[src/rtl/fetch_queue_if.sv]
// Fetch-stage bus: redirect request, IMem address/data and the decode handshake.
interface fetch_queue_if #(
   parameter int unsigned ADDR_SIZE  = 32,
   parameter int unsigned INSTR_SIZE = 32
);
   logic                  redirectValid;
   logic [ADDR_SIZE-1:0]  redirectPC;
   logic [ADDR_SIZE-1:0]  imemAddr;
   logic [INSTR_SIZE-1:0] imemData;
   logic                  instrValid;
   logic                  instrReady;
   logic [INSTR_SIZE-1:0] instrData;
   logic [ADDR_SIZE-1:0]  instrPC;

   modport master (
      input  redirectValid, redirectPC, imemData, instrReady,
      output imemAddr, instrValid, instrData, instrPC
   );

   modport slave (
      output redirectValid, redirectPC, imemData, instrReady,
      input  imemAddr, instrValid, instrData, instrPC
   );
endinterface

[src/rtl/fetch_queue.sv]
// Instruction fetch stage: owns the fetch PC, addresses IMem and buffers
// {pc, instr} pairs in a small FIFO drained by decode; redirect flushes it.
module fetch_queue #(
   parameter int unsigned          ADDR_SIZE   = 32,
   parameter int unsigned          INSTR_SIZE  = 32,
   parameter logic [ADDR_SIZE-1:0] RESET_PC    = '0,
   parameter int unsigned          QUEUE_DEPTH = 2
) (
   input logic           clk,
   input logic           rstn,
   fetch_queue_if.master bus
);
   localparam int unsigned PTR_W = $clog2(QUEUE_DEPTH);
   localparam int unsigned CNT_W = PTR_W + 1;
   localparam logic [CNT_W-1:0] DEPTH = CNT_W'(QUEUE_DEPTH);

   logic [ADDR_SIZE-1:0]  fetchPC;
   logic [ADDR_SIZE-1:0]  pcMem    [QUEUE_DEPTH];
   logic [INSTR_SIZE-1:0] instrMem [QUEUE_DEPTH];
   logic [PTR_W-1:0]      rdPtr;
   logic [PTR_W-1:0]      wrPtr;
   logic [CNT_W-1:0]      count;
   logic                  enq;
   logic                  deq;

   // Valid depends only on occupancy and redirect, never on instrReady.
   always_comb begin
      bus.instrValid = !bus.redirectValid && (count != '0);
      deq            = bus.instrValid && bus.instrReady;
      enq            = !bus.redirectValid && ((count < DEPTH) || deq);
   end

   assign bus.imemAddr  = fetchPC;
   assign bus.instrData = instrMem[rdPtr];
   assign bus.instrPC   = pcMem[rdPtr];

   always_ff @(posedge clk or negedge rstn) begin
      if (!rstn) begin
         fetchPC <= RESET_PC;
         rdPtr   <= '0;
         wrPtr   <= '0;
         count   <= '0;
         for (int unsigned i = 0; i < QUEUE_DEPTH; i++) begin
            pcMem[i]    <= '0;
            instrMem[i] <= '0;
         end
      end else if (bus.redirectValid) begin
         fetchPC <= bus.redirectPC & ~ADDR_SIZE'(3);
         rdPtr   <= '0;
         wrPtr   <= '0;
         count   <= '0;
      end else begin
         if (deq) begin
            rdPtr <= rdPtr + PTR_W'(1);
         end
         if (enq) begin
            pcMem[wrPtr]    <= fetchPC;
            instrMem[wrPtr] <= bus.imemData;
            wrPtr           <= wrPtr + PTR_W'(1);
            fetchPC         <= fetchPC + ADDR_SIZE'(4);
         end
         if (enq && !deq) begin
            count <= count + CNT_W'(1);
         end else if (deq && !enq) begin
            count <= count - CNT_W'(1);
         end
      end
   end
endmodule

[src/flat_wrapper.sv]
// flat-port wrapper written by rule: the top's interface ports become plain ports
module fetch_queue_flat 
#(
   parameter int unsigned          ADDR_SIZE   = 32,
   parameter int unsigned          INSTR_SIZE  = 32,
   parameter logic [ADDR_SIZE-1:0] RESET_PC    = '0,
   parameter int unsigned          QUEUE_DEPTH = 2
)
  (clk, rstn, bus_redirectValid, bus_redirectPC, bus_imemData, bus_instrReady, bus_imemAddr, bus_instrValid, bus_instrData, bus_instrPC);
  fetch_queue_if #(.ADDR_SIZE(ADDR_SIZE), .INSTR_SIZE(INSTR_SIZE)) bus_i ();
  input logic clk;
  input logic rstn;
  input wire logic [$bits(bus_i.redirectValid)-1:0] bus_redirectValid;
  input wire logic [$bits(bus_i.redirectPC)-1:0] bus_redirectPC;
  input wire logic [$bits(bus_i.imemData)-1:0] bus_imemData;
  input wire logic [$bits(bus_i.instrReady)-1:0] bus_instrReady;
  output wire logic [$bits(bus_i.imemAddr)-1:0] bus_imemAddr;
  output wire logic [$bits(bus_i.instrValid)-1:0] bus_instrValid;
  output wire logic [$bits(bus_i.instrData)-1:0] bus_instrData;
  output wire logic [$bits(bus_i.instrPC)-1:0] bus_instrPC;
  assign bus_i.redirectValid = bus_redirectValid;
  assign bus_i.redirectPC = bus_redirectPC;
  assign bus_i.imemData = bus_imemData;
  assign bus_i.instrReady = bus_instrReady;
  assign bus_imemAddr = bus_i.imemAddr;
  assign bus_instrValid = bus_i.instrValid;
  assign bus_instrData = bus_i.instrData;
  assign bus_instrPC = bus_i.instrPC;
  fetch_queue #(.ADDR_SIZE(ADDR_SIZE), .INSTR_SIZE(INSTR_SIZE), .RESET_PC(RESET_PC), .QUEUE_DEPTH(QUEUE_DEPTH)) u_core (.clk(clk), .rstn(rstn), .bus(bus_i));
endmodule
[config.mk]
export PLATFORM = sky130hd
export DESIGN_NAME = fetch_queue_flat
export DESIGN_NICKNAME = d
export VERILOG_FILES = /design/src/rtl/fetch_queue_if.sv /design/src/rtl/fetch_queue.sv /design/src/flat_wrapper.sv
export SDC_FILE = /design/constraint.sdc
export NUM_CORES = 1
export LEC_CHECK = 0
export ABC_CLOCK_PERIOD_IN_PS = 2130
export CAP_MARGIN = 20
export CORE_ASPECT_RATIO = 1.1
export CORE_MARGIN = 4
export CORE_UTILIZATION = 45
export CTS_CLUSTER_SIZE = 16
export DETAILED_ROUTE_END_ITERATION = 7
export HOLD_SLACK_MARGIN = 0.03
export PLACE_DENSITY = 0.73
export SYNTH_ARGS = -nofsm -noshare
export SYNTH_HDL_FRONTEND = slang
export SYNTH_SLANG_ARGS = --single-unit
export TNS_END_PERCENT = 5
[constraint.sdc]
create_clock -name clk -period 2.13 [get_ports clk]
set_input_delay 0.426 -clock clk [delete_from_list [all_inputs] [get_ports clk]]
set_output_delay 0.426 -clock clk [all_outputs]
set_load 0.005 [all_outputs]
==> parameters.txt <==
Parameter                              Value

Placed design
  Post-DP Area ... 0.00931 mm^2
  Setup WS pre-CTS ... -0.131 ns
  Final HPWL DP ... 11,900 um
  Gpl congestion ... 0.776
  Cells after DPL ... slightly above 900
  Port bufs ... 158

Synth
  Library cell with the highest instance count after synthesis ... sky130_fd_sc_hd__mux2_2
  Share of synthesized area occupied by flip-flops and latches ... 53.6%
  Most common library cells after synthesis ... 187 x sky130_fd_sc_hd__mux2_2, 158 x sky130_fd_sc_hd__dfrtp_1, 37 x sky130_fd_sc_hd__nand2_1
  Synth area leader ... sky130_fd_sc_hd__dfrtp_1
  Cells after Synth ... 554
  Number of register bits inferred by synthesis ... 158
  Top cells by area in the synthesized netlist ... sky130_fd_sc_hd__dfrtp_1 54%, sky130_fd_sc_hd__mux2_2 29%, sky130_fd_sc_hd__xnor2_1 3.2%, sky130_fd_sc_hd__nor4_4 2.0%, sky130_fd_sc_hd__nand2_1 1.9%
  Number of enable flip-flop cells after synthesis ... 0
  Number of distinct library cells after synthesis ... 36
  Netlist area before placement ... 0.00737 mm^2
  Async set or reset register ratio after synthesis ... between 90% and 100%
  Post-synth top area share ... 53.6%
  Dominant register cell in the synthesized netlist ... sky130_fd_sc_hd__dfrtp_1
  Mean area per synthesized cell ... 13.3 um^2
  Synth Warn # ... 0

Timing
  Final-report max-slew violation count ... 0
  Final number of setup-violating endpoints ... 2
  Shortest clock period the worst path allows after layout ... between 2 and 2.5 ns
  Final TNS setup ... -0.118 ns
  Count of endpoints failing hold in the final timing report ... 0
  Fin crit share ... 103%
  Timing-limited maximum frequency ... 0.457 GHz
  Setup repair after global routing missed its margin ... true
  Worst path setup slack after routing ... -0.0595 ns
  Smallest hold slack ... 0.283 ns
  Post-route clock skew ... 0.00711 ns

Run status
  Outcome ... finished with violations
  Failing checks ... setup timing

Global routing
  Global-route wire length before repair ... 29,200 um
  Number of antenna violations at the first check in global routing ... 0
  Total GRT Usage ... 20.3%
  Maximum number of pins on one net before global-route repair ... 59
  Number of global-route vias before repair ... roughly 5,600
  Gr ovfl total ... 0

Setup path
  Reg-to-reg startpoint ... u_core.bus.imemAddr[11]
  Reg-to-reg setup timing slack ... 0.22 ns
  Critical path launch point type ... flop
  CP Data Arrival Time ... ~1.8 ns
  Setup Crit Path Kind ... reg -> out
  Crit path max-delay family ... buffers and inverters
  Library cell contributing the largest single delay on the critical path ... sky130_fd_sc_hd__dfrtp_2
  Worst Reg2Reg Path Length in Cells ... 6
  Delay of the slowest cell on the worst path ... 0.43 ns
  Most repeated library cell on the critical path ... sky130_fd_sc_hd__buf_6
  Cell chain of the critical path ... buf_4, buf_6, buf_16, buf_6, mux2_2, buf_2
  Required time of the worst setup path ... 1.70 ns
  Worst Setup End Kind ... output port
  Worst Path Max Fanout ... 6
  End of the worst register-to-register path ... u_core.bus.imemAddr[19]
  Number of buffer and inverter stages on the critical path ... 5

Floorplanning
  Area of the die ... 0.0185 mm^2
  Core outline area ... around 0.016 mm^2
  Number of placement rows ... 48
  Top Ports ... 165
  Die width ... roughly 130 um
  Height of the die ... 142 um
  Starting density of the core ... 46.3%

Clocking
  Clock latency of the later-clocked register in the worst-skew pair ... 0.42 ns
  Clock sinks ... about 160
  Master cell of the clock root buffer ... sky130_fd_sc_hd__clkbuf_16
  Maximum number of buffers from clock root to sink ... 2
  CTS tree ... done
  Clock transition at the registers of the reported paths ... 0.06 ns
  Number of CTS-inserted buffers ... 17
  Deepest level of the CTS H-tree ... 4

Final layout
  Ratio of cells with drive above 1 in the final layout ... 42.9%
  Cell Count, Final, Fillers Out ... 956
  Synthesis-to-layout area growth ... 36.5%
  Fill cell count ... 1,242
  Post-route cell area ... 0.0101 mm^2
  Number of nets at the end of the flow ... 812
  Post-layout util ... 63.2%

Detailed routing
  Detail Route Antenna Nets ... 0
  DRT iter0 DRCs ... 228
  Via-per-instance ratio ... 5.23
  Number of vias after detailed routing ... 5,003
  Total iterations of the first detailed-routing run ... 4
  Wire length per cell after detailed routing ... around 19 um
  Post-Route WL ... approximately 18,000 um
  Total DRC errors in the routed layout ... 0

Hold path
  Number of cells traversed by the worst hold path ... 2
  Hold path start ... bus_redirectValid
  Worst min-delay path endpoint ... u_core.rdPtr
  Worst hold-check path type ... in -> reg

Power
  Power after layout ... 9.54 mW
  Static Leak ... 4.31 nW
  Cell area power density ... 948 mW/mm^2
  Peak supply drop ... approximately 0.54 mV

Run
  Max-cap viol count ... 0
==> layout make-up <==
type / instances / area, um^2 / area share, %
antenna: 1 / 2.50 / 0.0249
sequential: 158 / 3960 / 39.3
timing repair buffer: 208 / 2010 / 20.0
clock inverter: 11 / 166 / 1.65
multi-input combinational: 351 / 3200 / 31.8
tap: 200 / 250 / 2.49
inverter: 7 / 26.3 / 0.261
clock buffer: 20 / 447 / 4.44
==> flip-flops by register name, indices dropped and copies added, names as in the netlist <==
signal / flops
u_core.rdPtr: 1
u_core.instrMem: 64
u_core.count: 2
u_core.wrPtr: 1
u_core.bus.imemAddr: 30
u_core.pcMem: 60
==> where the power goes <==
group	internal (mW)	switching, mW
Clock	1.98	1.15
Sequential	3.65	0.373
Combinational	1.51	0.877
==> placed cells by master (no fill, tap or decap), types with 2 or more instances in the layout <==
| cell type | count |
|---|---|
| sky130_fd_sc_hd__dfrtp_2 | 2 |
| sky130_fd_sc_hd__and4_1 | 2 |
| sky130_fd_sc_hd__xor2_1 | 4 |
| sky130_fd_sc_hd__buf_4 | 30 |
| sky130_fd_sc_hd__dfrtp_1 | 156 |
| sky130_fd_sc_hd__clkbuf_2 | 27 |
| sky130_fd_sc_hd__buf_2 | 11 |
| sky130_fd_sc_hd__clkinv_2 | 3 |
| sky130_fd_sc_hd__clkdlybuf4s50_1 | 94 |
| sky130_fd_sc_hd__nor3_1 | 7 |
| sky130_fd_sc_hd__nand2_1 | 37 |
| sky130_fd_sc_hd__nand2b_1 | 2 |
| sky130_fd_sc_hd__conb_1 | 4 |
| sky130_fd_sc_hd__nand3_2 | 3 |
| sky130_fd_sc_hd__o21ai_1 | 7 |
| sky130_fd_sc_hd__nor2_1 | 5 |
| sky130_fd_sc_hd__mux2_2 | 186 |
| sky130_fd_sc_hd__nand3_1 | 7 |
| sky130_fd_sc_hd__nand4_1 | 6 |
| sky130_fd_sc_hd__inv_1 | 7 |
| sky130_fd_sc_hd__buf_6 | 8 |
| sky130_fd_sc_hd__clkbuf_16 | 17 |
| sky130_fd_sc_hd__nor4_1 | 6 |
| sky130_fd_sc_hd__o21ai_0 | 23 |
| sky130_fd_sc_hd__and3_1 | 6 |
| sky130_fd_sc_hd__xnor2_1 | 27 |
| sky130_fd_sc_hd__buf_16 | 5 |
| sky130_fd_sc_hd__clkinvlp_4 | 3 |
| sky130_fd_sc_hd__bufinv_16 | 4 |
| sky130_fd_sc_hd__nor4_4 | 7 |
| sky130_fd_sc_hd__clkbuf_1 | 2 |
| sky130_fd_sc_hd__clkdlybuf4s15_1 | 17 |
| sky130_fd_sc_hd__dlygate4sd2_1 | 4 |
| sky130_fd_sc_hd__buf_12 | 10 |
==> cell families after synthesis <==
logic type / count (synthesis) / share of synthesized area [%]
DFF: 158 / 53.6
AOI/OAI and AO/OA: 33 / 2.32
xor gates and xnor gates: 31 / 3.68
and+or+nand+nor: 94 / 8.18
buffers and inverters: 48 / 3.28
muxes: 188 / 28.7
adders and majority gates: 1 / 0.170
other: 1 / 0.0509
==> timing repair <==
item	CTS	global route
cloned	6	0
setup endpoints to repair	62	46
gates resized for setup	145	48
endpoints found under the hold margin	33	0
hold buffers	1	0
buffers inserted	12	1
==> routing by layer <==
metal  vias to the layer above  global-route usage [%]  share of wire (%)
met5                         -                       0                  0
met4                         0                    5.63                1.1
met3                        20                    5.44                7.7
met2                       153                    33.6                 49
met1                      2498                    26.3                 42
li1                       2332                       -                  -
==> worst register-to-register path: cells and delay by family (launching register included) <==
kind	cells	cell delay, ns
XOR/XNOR	1	0.17
flip-flops	1	0.45
AND/OR/NAND/NOR	3	0.79
buffers and inverters	1	0.24
AO/OA/AOI/OAI	1	0.11
==> worst max path at each step <==
stage          slack [ns]                  end      startpoint  cells after the start
3_5_place_dp        -0.13     u_core.pcMem[48]  bus_instrReady                      5
3_3_place_gp        -0.07     u_core.pcMem[43]  bus_instrReady                      5
6_report            -0.06       bus_instrPC[9]    u_core.rdPtr                      6
5_1_grt             -0.10      bus_instrPC[11]    u_core.rdPtr                      6
2_1_floorplan        0.37  u_core.instrMem[34]  bus_instrReady                      6
4_1_cts             -0.17       bus_instrPC[6]    u_core.rdPtr                      5
Note: power is estimated with default switching activity, not from simulation.
